`src/rtl/data_mem_ctrl.sv`:
```
// -----------------------------------------------------------------------------
// data_mem_ctrl
//   Byte-serial data memory access sequencer. It turns one load or store
//   request of 1/2/4/8 bytes into single-byte cycles on an 8-bit memory port.
//   It assembles load data little-endian, then sign- or zero-extends it.
//
// Configuration macro: MISALIGN_TRAP_EN
//   Undefined (default): misaligned accesses run byte-serially; err stays 0.
//   Defined: a misaligned request skips all memory cycles and completes on
//   the next cycle with done=1 and err=1. rdata is left unchanged.
//
// Ports
//   clk        clock; all state changes on the rising edge
//   reset      synchronous active-low reset
//   req_read   load request (sampled only in IDLE)
//   req_write  store request (wins over req_read when both are set)
//   addr       byte address of the access
//   wdata      store data; the low 8N bits are used
//   func3      [1:0] size code (N = 1 << size bytes), [2] unsigned-load flag
//   rdata      extended load result; changes only when a load completes
//   busy       high in every state except IDLE
//   done       one-cycle completion pulse
//   err        misalignment flag; only ever high together with done
//   mem_addr   byte address presented to memory (0 when idle)
//   mem_wdata  store byte presented to memory (0 when idle)
//   mem_we     memory write strobe
//   mem_re     memory read strobe; mem_rdata is valid the following cycle
//   mem_rdata  read byte returned by memory
//
// All outputs are registered. The next-state logic also decodes the outputs
// for the state being entered, so each output is valid for the whole cycle
// of its state.
// -----------------------------------------------------------------------------
module data_mem_ctrl (
  input  logic        clk,
  input  logic        reset,
  input  logic        req_read,
  input  logic        req_write,
  input  logic [63:0] addr,
  input  logic [63:0] wdata,
  input  logic [2:0]  func3,
  output logic [63:0] rdata,
  output logic        busy,
  output logic        done,
  output logic        err,
  output logic [63:0] mem_addr,
  output logic [7:0]  mem_wdata,
  output logic        mem_we,
  output logic        mem_re,
  input  logic [7:0]  mem_rdata
);

  localparam int unsigned XLEN  = 64;
  localparam int unsigned BYTEW = 8;
  localparam int unsigned IDXW  = 3;   // byte index within an 8-byte word
  localparam int unsigned CNTW  = 4;   // holds byte counts up to 8

  typedef enum logic [2:0] {
    S_IDLE       = 3'd0,
    S_RD_ISSUE   = 3'd1,
    S_RD_CAPTURE = 3'd2,
    S_WR         = 3'd3,
    S_DONE       = 3'd4
  } state_e;

  state_e             state_q, state_d;
  logic [XLEN-1:0]    addr_q, addr_d;
  logic [XLEN-1:0]    wdata_q, wdata_d;
  logic [1:0]         size_q, size_d;
  logic               uns_q, uns_d;
  logic [IDXW-1:0]    idx_q, idx_d;
  logic [XLEN-1:0]    asm_q, asm_d;
  logic [XLEN-1:0]    rdata_q, rdata_d;
  logic               busy_q, busy_d;
  logic               done_q, done_d;
  logic               err_q, err_d;
  logic [XLEN-1:0]    mem_addr_q, mem_addr_d;
  logic [BYTEW-1:0]   mem_wdata_q, mem_wdata_d;
  logic               mem_we_q, mem_we_d;
  logic               mem_re_q, mem_re_d;

  logic [CNTW-1:0]    nbytes_c;
  logic               last_byte_c;

  // Byte count of the latched access and whether the current byte is its last.
  assign nbytes_c    = CNTW'(1) << size_q;
  assign last_byte_c = ({1'b0, idx_q} + CNTW'(1)) >= nbytes_c;

`ifdef MISALIGN_TRAP_EN
  logic [IDXW-1:0]    req_mask_c;
  logic               misalign_c;

  // The low address bits must be zero for the requested access size.
  assign req_mask_c = IDXW'((CNTW'(1) << func3[1:0]) - CNTW'(1));
  assign misalign_c = |(addr[IDXW-1:0] & req_mask_c);
`endif

  // Extends an assembled little-endian value to 64 bits according to size/sign.
  function automatic logic [XLEN-1:0] extend(input logic [XLEN-1:0] v,
                                             input logic [1:0]      sz,
                                             input logic            uns);
    case (sz)
      2'd0:    extend = uns ? {56'd0, v[7:0]}  : {{56{v[7]}},  v[7:0]};
      2'd1:    extend = uns ? {48'd0, v[15:0]} : {{48{v[15]}}, v[15:0]};
      2'd2:    extend = uns ? {32'd0, v[31:0]} : {{32{v[31]}}, v[31:0]};
      default: extend = v;
    endcase
  endfunction

  // Next-state logic, then output decode for the state being entered.
  always_comb begin
    state_d     = state_q;
    addr_d      = addr_q;
    wdata_d     = wdata_q;
    size_d      = size_q;
    uns_d       = uns_q;
    idx_d       = idx_q;
    asm_d       = asm_q;
    rdata_d     = rdata_q;
    busy_d      = 1'b0;
    done_d      = 1'b0;
    err_d       = 1'b0;
    mem_addr_d  = '0;
    mem_wdata_d = '0;
    mem_we_d    = 1'b0;
    mem_re_d    = 1'b0;

    case (state_q)
      S_IDLE: begin
        if (req_read || req_write) begin
          addr_d  = addr;
          wdata_d = wdata;
          size_d  = func3[1:0];
          uns_d   = func3[2];
          idx_d   = '0;
          asm_d   = '0;
`ifdef MISALIGN_TRAP_EN
          if (misalign_c) begin
            state_d = S_DONE;
            err_d   = 1'b1;
          end else begin
            state_d = req_write ? S_WR : S_RD_ISSUE;
          end
`else
          state_d = req_write ? S_WR : S_RD_ISSUE;
`endif
        end
      end
      S_RD_ISSUE: begin
        state_d = S_RD_CAPTURE;
      end
      S_RD_CAPTURE: begin
        asm_d[{idx_q, 3'b000} +: BYTEW] = mem_rdata;
        idx_d = idx_q + IDXW'(1);
        if (last_byte_c) begin
          state_d = S_DONE;
          rdata_d = extend(asm_d, size_q, uns_q);
        end else begin
          state_d = S_RD_ISSUE;
        end
      end
      S_WR: begin
        idx_d   = idx_q + IDXW'(1);
        state_d = last_byte_c ? S_DONE : S_WR;
      end
      S_DONE: begin
        state_d = S_IDLE;
      end
      default: begin
        state_d = S_IDLE;
      end
    endcase

    // Memory port for the next cycle; the address wraps modulo 2^64.
    case (state_d)
      S_RD_ISSUE: begin
        mem_re_d   = 1'b1;
        mem_addr_d = addr_d + XLEN'(idx_d);
      end
      S_WR: begin
        mem_we_d    = 1'b1;
        mem_addr_d  = addr_d + XLEN'(idx_d);
        mem_wdata_d = wdata_d[{idx_d, 3'b000} +: BYTEW];
      end
      S_DONE: begin
        done_d = 1'b1;
      end
      default: ;
    endcase

    busy_d = (state_d != S_IDLE);
  end

  // State and output registers with synchronous active-low reset.
  always_ff @(posedge clk) begin
    if (!reset) begin
      state_q     <= S_IDLE;
      addr_q      <= '0;
      wdata_q     <= '0;
      size_q      <= '0;
      uns_q       <= 1'b0;
      idx_q       <= '0;
      asm_q       <= '0;
      rdata_q     <= '0;
      busy_q      <= 1'b0;
      done_q      <= 1'b0;
      err_q       <= 1'b0;
      mem_addr_q  <= '0;
      mem_wdata_q <= '0;
      mem_we_q    <= 1'b0;
      mem_re_q    <= 1'b0;
    end else begin
      state_q     <= state_d;
      addr_q      <= addr_d;
      wdata_q     <= wdata_d;
      size_q      <= size_d;
      uns_q       <= uns_d;
      idx_q       <= idx_d;
      asm_q       <= asm_d;
      rdata_q     <= rdata_d;
      busy_q      <= busy_d;
      done_q      <= done_d;
      err_q       <= err_d;
      mem_addr_q  <= mem_addr_d;
      mem_wdata_q <= mem_wdata_d;
      mem_we_q    <= mem_we_d;
      mem_re_q    <= mem_re_d;
    end
  end

  assign rdata     = rdata_q;
  assign busy      = busy_q;
  assign done      = done_q;
  assign err       = err_q;
  assign mem_addr  = mem_addr_q;
  assign mem_wdata = mem_wdata_q;
  assign mem_we    = mem_we_q;
  assign mem_re    = mem_re_q;

endmodule

```
`config.mk`:
```
export PLATFORM = sky130hd
export DESIGN_NAME = data_mem_ctrl
export DESIGN_NICKNAME = d
export VERILOG_FILES = /design/src/rtl/data_mem_ctrl.sv
export SDC_FILE = /design/constraint.sdc
export NUM_CORES = 1
export LEC_CHECK = 0
export CAP_MARGIN = 20
export CORE_MARGIN = 3
export CORE_UTILIZATION = 57
export CTS_CLUSTER_DIAMETER = 60
export CTS_CLUSTER_SIZE = 20
export DETAILED_ROUTE_END_ITERATION = 8
export PLACE_DENSITY_LB_ADDON = 0.3
export SYNTH_ARGS = -nofsm -noshare
export SYNTH_HDL_FRONTEND = slang
export SYNTH_SLANG_ARGS = --single-unit
export TNS_END_PERCENT = 50
```
`constraint.sdc`:
```
create_clock -name clk -period 7.2 [get_ports clk]
set_input_delay 0.72 -clock clk [delete_from_list [all_inputs] [get_ports clk]]
set_output_delay 0.72 -clock clk [all_outputs]
set_load 0.1 [all_outputs]
```
==> metrics.md <==
| Metric | Value |
|---|---|
| CP required | `7660 ps` |
| Clock skew | `14.8 ps` |
| Layout cell share with drive strength beyond 1 | `7.91%` |
| Max clock buf depth | `3` |
| Antenna fix cells | `0` |
| Post-CTS Hold Buffers | `0` |
| Pwr dens | `362 nW/µm²` |
| Warnings, synthesis | `0` |
| Slew HR | `28.8%` |
| Area growth syn-to-layout | `22.5%` |
| Antenna violations before repair | `1` |
| Netlist cell types | `76` |
| Synth area leader | `dfxtp_1` |
| Hold slack | `458 ps` |
| Post-Place Cells | `2,458` |
| Gp weighted congestion | `0.952` |
| Main synth FF type | `dfxtp_1` |
| Post-route setup TNS | `0 ps` |
| Clock sinks | `341` |
| Vias/cell | `6.25` |
| Rows | `60` |
| DRT Wirelength | `49,100 µm` |
| Post-DP Area | `19,000 µm²` |
| Endpoint type of the worst setup path | `register` |
| Post-route cell area | `19,700 µm²` |
| FF+latch count, synth | `341` |
| Reg power frac | `34.4%` |
| Arrival time at the worst endpoint | `5750 ps` |
| DR pass1 iterations | `6` |
| Fmax | `189 MHz` |
| Comb pwr share | `46.7%` |
| Post-synth top cells | `dfxtp_1, nand2_1, nor2_1, a21oi_1, clkbuf_1` |
| PostCTS Resize Cnt | `0` |
| Largest net degree at the start of global routing | `150` |
| Proportion of netlist area held by the largest area contributor | `42.4%` |
| Post-synthesis async set-or-reset flop share | `0%` |
| Final setup viols | `0` |
| Clock group share of total power | `18.9%` |
| Fin util | `72.1%` |
| Post-synthesis sequential area ratio | `42.4%` |
| CTS tree | `built` |
| Clk root buf | `clkbuf_16` |
| Final ANT Viol Nets | `0` |
| Final worst path period share | `73.6%` |
| Synthesized area | `16,100 µm²` |
| Die H | `174 µm` |
| Width of the die | `174 µm` |
| Maxcap violations | `0` |
| Post-synth EDFFs | `0` |
| Critical-path cell list | `inv_1 -> ha_1 -> inv_1 -> nor2_1 -> buf_4 -> nor2_1 -> buf_4 -> inv_2 -> fa_1 -> a21oi_1 -> o32ai_1 -> nand3_1 -> nor4_1 -> mux2i_1` |
| Total gr overflow | `0` |
| Startpoint types | `register` |
| Post-Synthesis Cells | `1,930` |
| Sw Share | `47.8%` |
| Worst-margin pin slew | `1060 ps` |
| Clock transition at path regs | `80 ps` |
| DR vias | `15,600` |
| Non-filler instance count after layout | `2,497` |
| Initial core utilization | `58.9%` |
| Number of primary I/O pins | `284` |
| Worst path max stage delay | `830 ps` |
| Most area-consuming cells after synthesis | `dfxtp_1, mux2i_1, nand2_1, nor2_1, a21oi_1` |
| Clock latency on the worst-skew pair | `540 ps` |
| Internal cell power | `3.73 mW` |
| Leakage | `7.10 nW` |
| Post-DP HPWL | `34,300 µm` |
| CP max FO | `26` |
| Min Tclk post-route | `5300 ps` |
| Average wire per cell in the routed design | `19.7 µm` |
| Port bufs | `282` |
| NetSw | `3.41 mW` |
| Type of the most critical hold path | `register to register` |
| # DRC | `0` |
| Final hold violations | `0` |
| Worst R2R Setup Slack | `1900 ps` |
| DRT iter0 DRCs | `1,859` |
| Critical path type | `register to register` |
| Setup Buffers After CTS | `0` |
| CP max stage cell | `dfxtp_1` |
| First-pass GRT wire length | `77,700 µm` |
| Syn_nets | `2,086` |
| Status | `complete, no violations` |
| Total CTS buffers | `24` |
| Max Slew Vio Count | `0` |
| Top-count cell post-synth | `dfxtp_1` |
| GRT Util Overall | `30.8%` |
| Nets | `2,268` |
| VDD IR max | `0.000306 V` |
| Core area | `27,300 µm²` |
| Syn_area_per_cell | `8.34 µm²` |
| Vias in the first global route | `14,700` |
| Die Area | `30,300 µm²` |
| H-Tree Depth | `1` |
| RSZ-0062 raised after global routing | `false` |
-- registers in the layout (all words and copies together) (netlist names), 2 cells and up --
register,count
mem_addr,64
wdata_q,64
size_q,2
state_q,3
rdata,64
addr_q,64
asm_q,64
mem_wdata,8
idx_q,3
-- kinds of logic (layout without fill, tap and decap cells) --
group | count (synthesis) | count (layout) | synth area share (%)
AOI/OAI and AO/OA | 474 | 474 | 19.1
xor gates and xnor gates | 31 | 31 | 1.69
adders and majority gates | 13 | 13 | 1.06
buffers and inverters | 159 | 354 | 4.15
DFF | 341 | 341 | 42.4
muxes | 143 | 143 | 9.24
other | 1 | 1 | 0.0233
and+or+nand+nor | 768 | 768 | 22.4
-- worst max-delay path, delay by kind of cell, from the launching register on --
kind                       cells  cell delay (ps)
and+or+nand+nor                4             1280
DFF                            1              830
adders and majority gates      2              980
AOI/OAI and AO/OA              2              720
buffers and inverters          5             1130
muxes                          1              260
-- metrics by stage --
step / total power [mW] / setup WS (ps)
detailed placement: 5.78 / 2080
CTS: 7.12 / 2110
global route: 7.42 / 1550
global placement: 5.74 / 2200
floorplan: 4.96 / 2970
finish: 7.14 / 1900
-- power groups by stage --
stage	registers (mW)	logic, mW	clock network, mW
after floorplan	3.71	1.25	0
after global placement	2.48	3.25	0
after detailed placement	2.49	3.30	0
after CTS	2.45	3.31	1.36
after global routing	2.49	3.50	1.43
final	2.46	3.33	1.35
-- layer usage --
metal | track usage [%] | vias to the layer above | wire, µm
met4 | 9.52 | 2 | 1530
met3 | 4.70 | 122 | 4560
met1 | 42.6 | 7362 | 20400
met5 | 0 | - | 13
met2 | 49.8 | 839 | 22600
li1 | - | 7282 | -
-- path summary, 6_finish.rpt --
path / from / end / depth (start not counted)
min: wdata_q[12] / wdata_q[12] / 2
max reg2reg: idx_q[0] / mem_addr[56] / 14
max: idx_q[0] / mem_addr[56] / 14
min reg2reg: wdata_q[12] / wdata_q[12] / 2
-- layout make-up --
type                            instances  area, µm²
Clock buffer                           30        644
Clock inverter                          9        100
Fill cell                            2079       7620
Tap cell                              372        465
Timing Repair Buffer                  300       2970
Sequential cell                       341       6830
Multi-Input combinational cell       1430       8650
Inverter                               15       61.3
-- cells in the final DEF (no fill, tap or decap), drive strengths merged, types with 10 or more instances in the layout --
cell type and n:
dfxtp 341, clkdlybuf4s50 281, nand2 249, nor2 229, a21oi 166, mux2i 99, o21ai 75, nand3 64
a31oi 51, nor3 50, a22oi 48, mux2 44, nand4 42, and3 35, clkbuf 30, and2 21
a31o 20, buf 19, o221a 18, a211oi 18, nand3b 17, xnor2 17, inv 17, nor4 16
xor2 14, ha 12, o211ai 11, o21a 11, a21o 10
Power figures use the tool's default switching activity.
